[config.mk]
export PLATFORM = sky130hd
export DESIGN_NAME = tlc_apb_sequencer
export DESIGN_NICKNAME = d
export VERILOG_FILES = /design/src/rtl/tlc_apb_sequencer.sv
export SDC_FILE = /design/constraint.sdc
export NUM_CORES = 1
export LEC_CHECK = 0
export BUFFER_PORTS_ARGS = -buffer_cell sky130_fd_sc_hd__buf_2
export CELL_PAD_IN_SITES_DETAIL_PLACEMENT = 0
export CELL_PAD_IN_SITES_GLOBAL_PLACEMENT = 1
export CORE_ASPECT_RATIO = 0.5
export CORE_UTILIZATION = 35
export DETAILED_ROUTE_END_ITERATION = 7
export GPL_ROUTABILITY_DRIVEN = 0
export GPL_TIMING_DRIVEN = 0
export MAX_ROUTING_LAYER = met4
export PLACE_DENSITY_LB_ADDON = 0.1
export SLEW_MARGIN = 20
export SYNTH_ARGS = -nofsm -noshare
export SYNTH_HDL_FRONTEND = slang
export SYNTH_SLANG_ARGS = --single-unit
[constraint.sdc]
create_clock -name pclk -period 2.35 [get_ports pclk]
set_clock_uncertainty 0.15 [all_clocks]
set_input_delay 0.47 -clock pclk [delete_from_list [all_inputs] [get_ports pclk]]
set_output_delay 0.47 -clock pclk [all_outputs]
set_load 0.02 [all_outputs]
[src/rtl/tlc_apb_sequencer.sv]
`default_nettype none
// ----------------------------------------------------------------------------
// tlc_apb_sequencer: APB master that steps a two-road traffic-light slave.  Rev 1.0
// ----------------------------------------------------------------------------
module tlc_apb_sequencer #(
  parameter int CNT_W   = 16,
  parameter int DWELL_G = 100,
  parameter int DWELL_Y = 20,
  parameter int DWELL_R = 10,
  parameter int TIMEOUT = 16
) (
  input  logic        pclk,
  input  logic        presetn,
  input  logic        enable,
  input  logic        clr_err,
  output logic [31:0] paddr,
  output logic [31:0] pwdata,
  output logic        psel,
  output logic        penable,
  output logic        pwrite,
  input  logic        pready,
  input  logic        pslverr,
  input  logic [31:0] prdata,
  output logic [2:0]  phase,
  output logic [2:0]  light_a,
  output logic [2:0]  light_b,
  output logic        err,
  output logic [1:0]  err_code,
  output logic        busy
);

  typedef enum logic [2:0] {
    ST_SYNC_SETUP  = 3'd0,
    ST_SYNC_ACCESS = 3'd1,
    ST_WAIT        = 3'd2,
    ST_W_SETUP     = 3'd3,
    ST_W_ACCESS    = 3'd4,
    ST_R_SETUP     = 3'd5,
    ST_R_ACCESS    = 3'd6,
    ST_ERROR       = 3'd7
  } state_t;

  localparam logic [31:0] ADDR_STATE = 32'h0000_0000;
  localparam logic [31:0] ADDR_CTRL  = 32'h0000_0004;
  localparam logic [31:0] CODE_P0    = 32'h0001_0004;
  localparam logic [31:0] CODE_P1    = 32'h0001_0002;
  localparam logic [31:0] CODE_RED   = 32'h0001_0001;
  localparam logic [31:0] CODE_P3    = 32'h0004_0001;
  localparam logic [31:0] CODE_P4    = 32'h0002_0001;

  localparam logic [1:0] ERR_NONE     = 2'd0;
  localparam logic [1:0] ERR_SLVERR   = 2'd1;
  localparam logic [1:0] ERR_MISMATCH = 2'd2;
  localparam logic [1:0] ERR_TIMEOUT  = 2'd3;

  localparam logic [CNT_W-1:0] TMO_LAST = CNT_W'(TIMEOUT - 1);
  localparam logic [CNT_W-1:0] CNT_ONE  = CNT_W'(1);

  function automatic logic [31:0] phase_code(input logic [2:0] p);
    case (p)
      3'd0:    phase_code = CODE_P0;
      3'd1:    phase_code = CODE_P1;
      3'd3:    phase_code = CODE_P3;
      3'd4:    phase_code = CODE_P4;
      default: phase_code = CODE_RED;
    endcase
  endfunction

  function automatic logic [CNT_W-1:0] dwell_load(input logic [2:0] p);
    case (p)
      3'd0, 3'd3: dwell_load = CNT_W'(DWELL_G - 1);
      3'd1, 3'd4: dwell_load = CNT_W'(DWELL_Y - 1);
      default:    dwell_load = CNT_W'(DWELL_R - 1);
    endcase
  endfunction

  state_t           state_q, state_d;
  logic [2:0]       phase_q, phase_d;
  logic [CNT_W-1:0] cnt_q, cnt_d;
  logic [CNT_W-1:0] tmo_q, tmo_d;
  logic             gap_q, gap_d;
  logic             nudge_q, nudge_d;
  logic             sync_retry_q, sync_retry_d;
  logic [2:0]       light_a_q, light_a_d;
  logic [2:0]       light_b_q, light_b_d;
  logic             err_q, err_d;
  logic [1:0]       err_code_q, err_code_d;

  logic [2:0] sync_phase;
  logic       sync_hit;
  logic       tmo_expired;

  assign tmo_expired = (tmo_q == TMO_LAST);

  // Unambiguous codes seen on a SYNC read; all-red is handled separately.
  always_comb begin
    sync_hit   = 1'b1;
    sync_phase = 3'd0;
    case (prdata)
      CODE_P0: sync_phase = 3'd0;
      CODE_P1: sync_phase = 3'd1;
      CODE_P3: sync_phase = 3'd3;
      CODE_P4: sync_phase = 3'd4;
      default: sync_hit   = 1'b0;
    endcase
  end

  always_comb begin
    state_d      = state_q;
    phase_d      = phase_q;
    cnt_d        = cnt_q;
    tmo_d        = tmo_q;
    gap_d        = 1'b0;
    nudge_d      = nudge_q;
    sync_retry_d = sync_retry_q;
    light_a_d    = light_a_q;
    light_b_d    = light_b_q;
    err_d        = err_q;
    err_code_d   = err_code_q;
    psel         = 1'b0;
    penable      = 1'b0;
    pwrite       = 1'b0;
    paddr        = ADDR_STATE;

    case (state_q)
      ST_SYNC_SETUP: begin
        // gap_q marks the mandatory idle cycle after a completed transfer
        if (!gap_q && enable) begin
          psel    = 1'b1;
          tmo_d   = '0;
          state_d = ST_SYNC_ACCESS;
        end
      end

      ST_SYNC_ACCESS: begin
        psel    = 1'b1;
        penable = 1'b1;
        if (pready) begin
          if (pslverr) begin
            state_d    = ST_ERROR;
            err_d      = 1'b1;
            err_code_d = ERR_SLVERR;
          end else if (sync_hit) begin
            phase_d   = sync_phase;
            light_a_d = prdata[2:0];
            light_b_d = prdata[18:16];
            cnt_d     = dwell_load(sync_phase);
            state_d   = ST_WAIT;
          end else if (prdata == CODE_RED && !sync_retry_q) begin
            sync_retry_d = 1'b1;
            nudge_d      = 1'b1;
            gap_d        = 1'b1;
            state_d      = ST_W_SETUP;
          end else begin
            state_d    = ST_ERROR;
            err_d      = 1'b1;
            err_code_d = ERR_MISMATCH;
          end
        end else if (tmo_expired) begin
          state_d    = ST_ERROR;
          err_d      = 1'b1;
          err_code_d = ERR_TIMEOUT;
        end else begin
          tmo_d = tmo_q + CNT_ONE;
        end
      end

      ST_WAIT: begin
        if (enable) begin
          if (cnt_q == '0) begin
            state_d = ST_W_SETUP;
          end else begin
            cnt_d = cnt_q - CNT_ONE;
          end
        end
      end

      ST_W_SETUP: begin
        if (!gap_q) begin
          psel    = 1'b1;
          pwrite  = 1'b1;
          paddr   = ADDR_CTRL;
          tmo_d   = '0;
          state_d = ST_W_ACCESS;
        end
      end

      ST_W_ACCESS: begin
        psel    = 1'b1;
        penable = 1'b1;
        pwrite  = 1'b1;
        paddr   = ADDR_CTRL;
        if (pready) begin
          if (pslverr) begin
            state_d    = ST_ERROR;
            err_d      = 1'b1;
            err_code_d = ERR_SLVERR;
            nudge_d    = 1'b0;
          end else if (nudge_q) begin
            // Write issued only to leave an ambiguous all-red: resync afterwards
            nudge_d = 1'b0;
            gap_d   = 1'b1;
            state_d = ST_SYNC_SETUP;
          end else begin
            phase_d = (phase_q == 3'd5) ? 3'd0 : phase_q + 3'd1;
            gap_d   = 1'b1;
            state_d = ST_R_SETUP;
          end
        end else if (tmo_expired) begin
          state_d    = ST_ERROR;
          err_d      = 1'b1;
          err_code_d = ERR_TIMEOUT;
          nudge_d    = 1'b0;
        end else begin
          tmo_d = tmo_q + CNT_ONE;
        end
      end

      ST_R_SETUP: begin
        if (!gap_q) begin
          psel    = 1'b1;
          tmo_d   = '0;
          state_d = ST_R_ACCESS;
        end
      end

      ST_R_ACCESS: begin
        psel    = 1'b1;
        penable = 1'b1;
        if (pready) begin
          if (pslverr) begin
            state_d    = ST_ERROR;
            err_d      = 1'b1;
            err_code_d = ERR_SLVERR;
          end else if (prdata != phase_code(phase_q)) begin
            state_d    = ST_ERROR;
            err_d      = 1'b1;
            err_code_d = ERR_MISMATCH;
          end else begin
            light_a_d = prdata[2:0];
            light_b_d = prdata[18:16];
            cnt_d     = dwell_load(phase_q);
            state_d   = ST_WAIT;
          end
        end else if (tmo_expired) begin
          state_d    = ST_ERROR;
          err_d      = 1'b1;
          err_code_d = ERR_TIMEOUT;
        end else begin
          tmo_d = tmo_q + CNT_ONE;
        end
      end

      ST_ERROR: begin
        if (clr_err) begin
          err_d        = 1'b0;
          err_code_d   = ERR_NONE;
          sync_retry_d = 1'b0;
          nudge_d      = 1'b0;
          state_d      = ST_SYNC_SETUP;
        end
      end

      default: state_d = ST_SYNC_SETUP;
    endcase
  end

  // gap_q starts set so no transfer is visible while presetn is low
  always_ff @(posedge pclk or negedge presetn) begin
    if (!presetn) begin
      state_q      <= ST_SYNC_SETUP;
      phase_q      <= 3'd0;
      cnt_q        <= '0;
      tmo_q        <= '0;
      gap_q        <= 1'b1;
      nudge_q      <= 1'b0;
      sync_retry_q <= 1'b0;
      light_a_q    <= 3'd0;
      light_b_q    <= 3'd0;
      err_q        <= 1'b0;
      err_code_q   <= ERR_NONE;
    end else begin
      state_q      <= state_d;
      phase_q      <= phase_d;
      cnt_q        <= cnt_d;
      tmo_q        <= tmo_d;
      gap_q        <= gap_d;
      nudge_q      <= nudge_d;
      sync_retry_q <= sync_retry_d;
      light_a_q    <= light_a_d;
      light_b_q    <= light_b_d;
      err_q        <= err_d;
      err_code_q   <= err_code_d;
    end
  end

  assign pwdata   = {31'd0, pwrite};
  assign phase    = phase_q;
  assign light_a  = light_a_q;
  assign light_b  = light_b_q;
  assign err      = err_q;
  assign err_code = err_code_q;
  assign busy     = psel;

endmodule
`default_nettype wire

==> metrics.txt <==
# TYPE chip_impl_metric gauge
chip_impl_metric{name="design.portCount",unit=""} 118
chip_impl_info{name="timing.critical_path.from_type",value="flip-flop"} 1
chip_impl_metric{name="synth_top_area_share",unit="%"} 30.7
chip_impl_metric{name="vias_per_cell",unit=""} 5.05
chip_impl_info{name="worst_hold_path_type",value="input port to async pin"} 1
chip_impl_metric{name="fp.dieArea",unit="µm²"} 11900
chip_impl_metric{name="slew-limit-headroom",unit="%"} 54.4
chip_impl_metric{name="cts-htree-levels",unit=""} 2
chip_impl_metric{name="setup_tns",unit="ps"} -952
chip_impl_metric{name="required",unit="ps"} 2420
chip_impl_info{name="critical_path.endpoint_type",value="flip-flop"} 1
chip_impl_metric{name="drive_gt1_share",unit="%"} 44.6
chip_impl_metric{name="area.sequential",unit="µm²"} 1260
chip_impl_metric{name="yosysWarnings",unit=""} 0
chip_impl_metric{name="synth_enable_flop_cells",unit=""} 0
chip_impl_metric{name="grt_max_degree",unit=""} 51
chip_impl_metric{name="peakVddDrop",unit="mV"} 0.315
chip_impl_info{name="post-synth-top-count-cell",value="sky130_fd_sc_hd__buf_4"} 1
chip_impl_info{name="slowest_stage",value="sky130_fd_sc_hd__or4b_1"} 1
chip_impl_metric{name="postLayoutSetupSlackWorst",unit="ps"} -134
chip_impl_metric{name="latest_clock_arrival_within_the_worst_skew_pair",unit="ps"} 290
chip_impl_metric{name="timing.max_cap.violations",unit=""} 0
chip_impl_metric{name="place.port_buffers",unit=""} 54
chip_impl_metric{name="dieWidth",unit="µm"} 153
chip_impl_info{name="worst_path_dominant_cell_family",value="compound AO/OA/AOI/OAI gates"} 1
chip_impl_metric{name="remaining_design_rule_violation_count",unit=""} 0
chip_impl_metric{name="clkSlewWorstSetupHoldPaths",unit="ps"} 70
chip_impl_metric{name="floorplan.core_area",unit="µm²"} 11000
chip_impl_info{name="main_combinational_cell_family_by_area_after_synthesis",value="simple AND/OR/NAND/NOR gates"} 1
chip_impl_metric{name="finalSetupViolCount",unit=""} 17
chip_impl_metric{name="cts-buffers-inserted",unit=""} 5
chip_impl_metric{name="xor_xnor_share_of_the_synthesized_area",unit="%"} 3.73
chip_impl_info{name="synth_flop_cell",value="sky130_fd_sc_hd__dfrtp_1"} 1
chip_impl_metric{name="antenna_found_initial",unit=""} 0
chip_impl_metric{name="finalMaxSlewViolations",unit=""} 0
chip_impl_info{name="tritoncts_clock_tree",value="built"} 1
chip_impl_metric{name="multi_input_area",unit="µm²"} 2860
chip_impl_metric{name="slowest_delay",unit="ps"} 490
chip_impl_metric{name="detail_route.wl_per_cell",unit="µm"} 14.6
chip_impl_metric{name="numClockSinks",unit=""} 50
chip_impl_metric{name="dpl.cell_count",unit=""} 734
chip_impl_info{name="cts_root_buffer",value="sky130_fd_sc_hd__clkbuf_16"} 1
chip_impl_metric{name="syn-mean-instance-area",unit="µm²"} 8.42
chip_impl_metric{name="chipHeight",unit="µm"} 77.5
chip_impl_metric{name="synth_async_sr_flop_share",unit="%"} 100
chip_impl_metric{name="synth-compound-area-share",unit="%"} 18.9
chip_impl_metric{name="grt_pass1_wl",unit="µm"} 18400
chip_impl_metric{name="layout.cells.non_filler",unit=""} 777
chip_impl_info{name="status",value="finished, violations left"} 1
chip_impl_metric{name="ys_ff_latch",unit=""} 50
chip_impl_metric{name="drt_first_pass_iters",unit=""} 4
chip_impl_metric{name="synth_simple_gate_area_share",unit="%"} 26.8
chip_impl_metric{name="antennaDiodeCount",unit=""} 0
chip_impl_metric{name="nets",unit=""} 672
chip_impl_metric{name="antenna_left",unit=""} 0
chip_impl_metric{name="arrival",unit="ps"} 2550
chip_impl_metric{name="maximum_clock_frequency",unit="GHz"} 0.403
chip_impl_metric{name="highest_fanout_seen_on_the_critical_path",unit=""} 8
chip_impl_metric{name="first_global_vias",unit=""} 3686
chip_impl_metric{name="synth.distinct_cells",unit=""} 70
chip_impl_metric{name="drt-total-wl",unit="µm"} 11400
chip_impl_metric{name="1st_iter_drt_viols",unit=""} 129
chip_impl_metric{name="post_synth_instance_area",unit="µm²"} 3990
chip_impl_metric{name="hold_viol",unit=""} 0
chip_impl_metric{name="yosys-mux-area-fraction",unit="%"} 2.23
chip_impl_metric{name="period_share",unit="%"} 106
chip_impl_info{name="violations_in_the_final_reports",value="setup timing"} 1
chip_impl_metric{name="final_period_minus_worst_setup_slack",unit="ps"} 2480
chip_impl_metric{name="power.leakage",unit="nW"} 2.50
chip_impl_metric{name="yosys.area_share.adder",unit="%"} 0.940
chip_impl_metric{name="fillCellCount",unit=""} 1048
chip_impl_metric{name="start_util",unit="%"} 36.1
chip_impl_metric{name="synth_cells",unit=""} 474
chip_impl_metric{name="grt.overflow.total",unit=""} 0
chip_impl_metric{name="synth_sequential_area_ratio",unit="%"} 31.4
chip_impl_metric{name="area_delta_synth_final",unit="%"} 45.1
chip_impl_metric{name="num_vias",unit=""} 3927
chip_impl_info{name="cp_cell_sequence",value="buf_8 -> inv_6 -> nor2_4 -> ha_4 -> xnor2_4 -> o31ai_4 -> a32oi_2 -> a21oi_4 -> buf_12 -> or4b_1 -> a21oi_1"} 1
chip_impl_info{name="crit_type",value="flip-flop to flip-flop"} 1
chip_impl_metric{name="cellPowerDensity",unit="nW/µm²"} 936
chip_impl_metric{name="gr-usage-all-layers",unit="%"} 19.7
chip_impl_metric{name="worstMarginPinSlew",unit="ps"} 684
chip_impl_info{name="synth_commonest_cells",value="66 x sky130_fd_sc_hd__buf_4, 49 x sky130_fd_sc_hd__dfrtp_1, 42 x sky130_fd_sc_hd__nor2_1, 31 x sky130_fd_sc_hd__nand2_1, 27 x sky130_fd_sc_hd__a21oi_1"} 1
chip_impl_metric{name="detailedPlacementHpwl",unit="µm"} 8000
chip_impl_metric{name="clockBufferDepth",unit=""} 2
chip_impl_metric{name="worstPathBufferInverterCount",unit=""} 3
chip_impl_metric{name="std_cell_rows",unit=""} 27
chip_impl_info{name="synth_top_cells_by_area",value="sky130_fd_sc_hd__dfrtp_1 31%, sky130_fd_sc_hd__buf_4 12%, sky130_fd_sc_hd__nor2_1 3.9%"} 1
chip_impl_info{name="synth_top_cell_by_area",value="sky130_fd_sc_hd__dfrtp_1"} 1
chip_impl_info{name="rsz0062_at_grt",value="yes"} 1
-- state kept, by name (all words and copies together), names as in the netlist --
| signal | flops |
|---|---|
| phase | 3 |
| state_q | 3 |
| light_b | 3 |
| nudge_q | 1 |
| err | 1 |
| sync_retry_q | 1 |
| light_a | 3 |
| tmo_q | 16 |
| gap_q | 1 |
| err_code | 2 |
| cnt_q | 16 |
-- layer usage --
layer  vias up  wire [µm]  GRT usage, %  part of all wire, %
met5         -          0             -                    0
met4         0         90          4.44                 0.79
met3         9        652          3.91                  5.7
met2       139       4980          30.3                   44
met1      1841       5640          26.7                   50
li1       1938          -             -                    -
-- worst paths after layout --
kind	start	to	slack, ps	cells after the start
max reg2reg	phase[1]	cnt_q[15]	-130	11
max in group asynchronous	presetn	phase[0]	1500	1
min in group pclk	light_b[1]	light_b[1]	360	1
max	phase[1]	cnt_q[15]	-130	11
min	presetn	cnt_q[14]	70	1
min reg2reg	light_b[1]	light_b[1]	360	1
-- repair_timing --
action,CTS,global route
pin swaps,33,22
hold buffers,0,0
setup endpoints to repair,43,47
gates cloned,0,2
resized for setup,73,59
buffers inserted,22,13
-- placed cells by master (no fill, tap or decap), types with 7 or more instances in the layout --
master                      n
sky130_fd_sc_hd__nand4_1   10
sky130_fd_sc_hd__xnor2_1   14
sky130_fd_sc_hd__buf_2     56
sky130_fd_sc_hd__buf_6      8
sky130_fd_sc_hd__a21oi_1   24
sky130_fd_sc_hd__nor2_1    36
sky130_fd_sc_hd__conb_1    62
sky130_fd_sc_hd__or4_1      7
sky130_fd_sc_hd__dfrtp_1   46
sky130_fd_sc_hd__nor4_1     9
sky130_fd_sc_hd__nor3_1    13
sky130_fd_sc_hd__nand2b_1   7
sky130_fd_sc_hd__o21ai_0   12
sky130_fd_sc_hd__buf_4     97
sky130_fd_sc_hd__nand2_1   27
-- power by group --
group	internal [mW]	total (mW)	switching, mW
registers	1.06	1.30	0.235
logic	1.48	3.36	1.89
clock network	0.424	0.761	0.337
total	2.96	5.42	2.46
-- worst register-to-register path: stages, from the launching register on --
cell	delay [ps]
sky130_fd_sc_hd__dfrtp_2	390
sky130_fd_sc_hd__buf_8	150
sky130_fd_sc_hd__inv_6	40
sky130_fd_sc_hd__nor2_4	120
sky130_fd_sc_hd__ha_4	170
sky130_fd_sc_hd__xnor2_4	120
sky130_fd_sc_hd__o31ai_4	100
sky130_fd_sc_hd__a32oi_2	270
sky130_fd_sc_hd__a21oi_4	130
sky130_fd_sc_hd__buf_12	150
sky130_fd_sc_hd__or4b_1	490
sky130_fd_sc_hd__a21oi_1	130
-- area by class of cell --
type	instances	share of cell area (%)
buffer	85	11.8
timing repair buffer	91	10.6
inverter	11	0.842
clock buffer	7	2.46
tap	145	3.13
multi-input combinational	387	49.3
clock inverter	1	0.0864
sequential	50	21.7
-- cells by family (layout without fill, tap and decap cells) --
kind of cell | Yosys count | count (layout)
other | 1 | 62
buffers and inverters | 98 | 195
xor gates and xnor gates | 17 | 17
AOI/OAI and AO/OA | 107 | 107
muxes | 8 | 8
DFF | 50 | 50
and+or+nand+nor | 190 | 190
adders and majority gates | 3 | 3
-- stage by stage --
stage	setup WS (ps)	total power [mW]	instance area (µm²)	util (%)	hold slack [ps]
after floorplan	-107	3.07	4290	-	24.4
after CTS	-125	5.05	5390	48.8	106
after global routing	-227	5.78	5790	52.4	133
final	-134	5.42	5790	52.4	71.5
after global placement	-604	3.71	4740	42.9	336
after detailed placement	-645	3.71	4740	42.9	344
No activity file was read; power rests on OpenSTA's default activity.
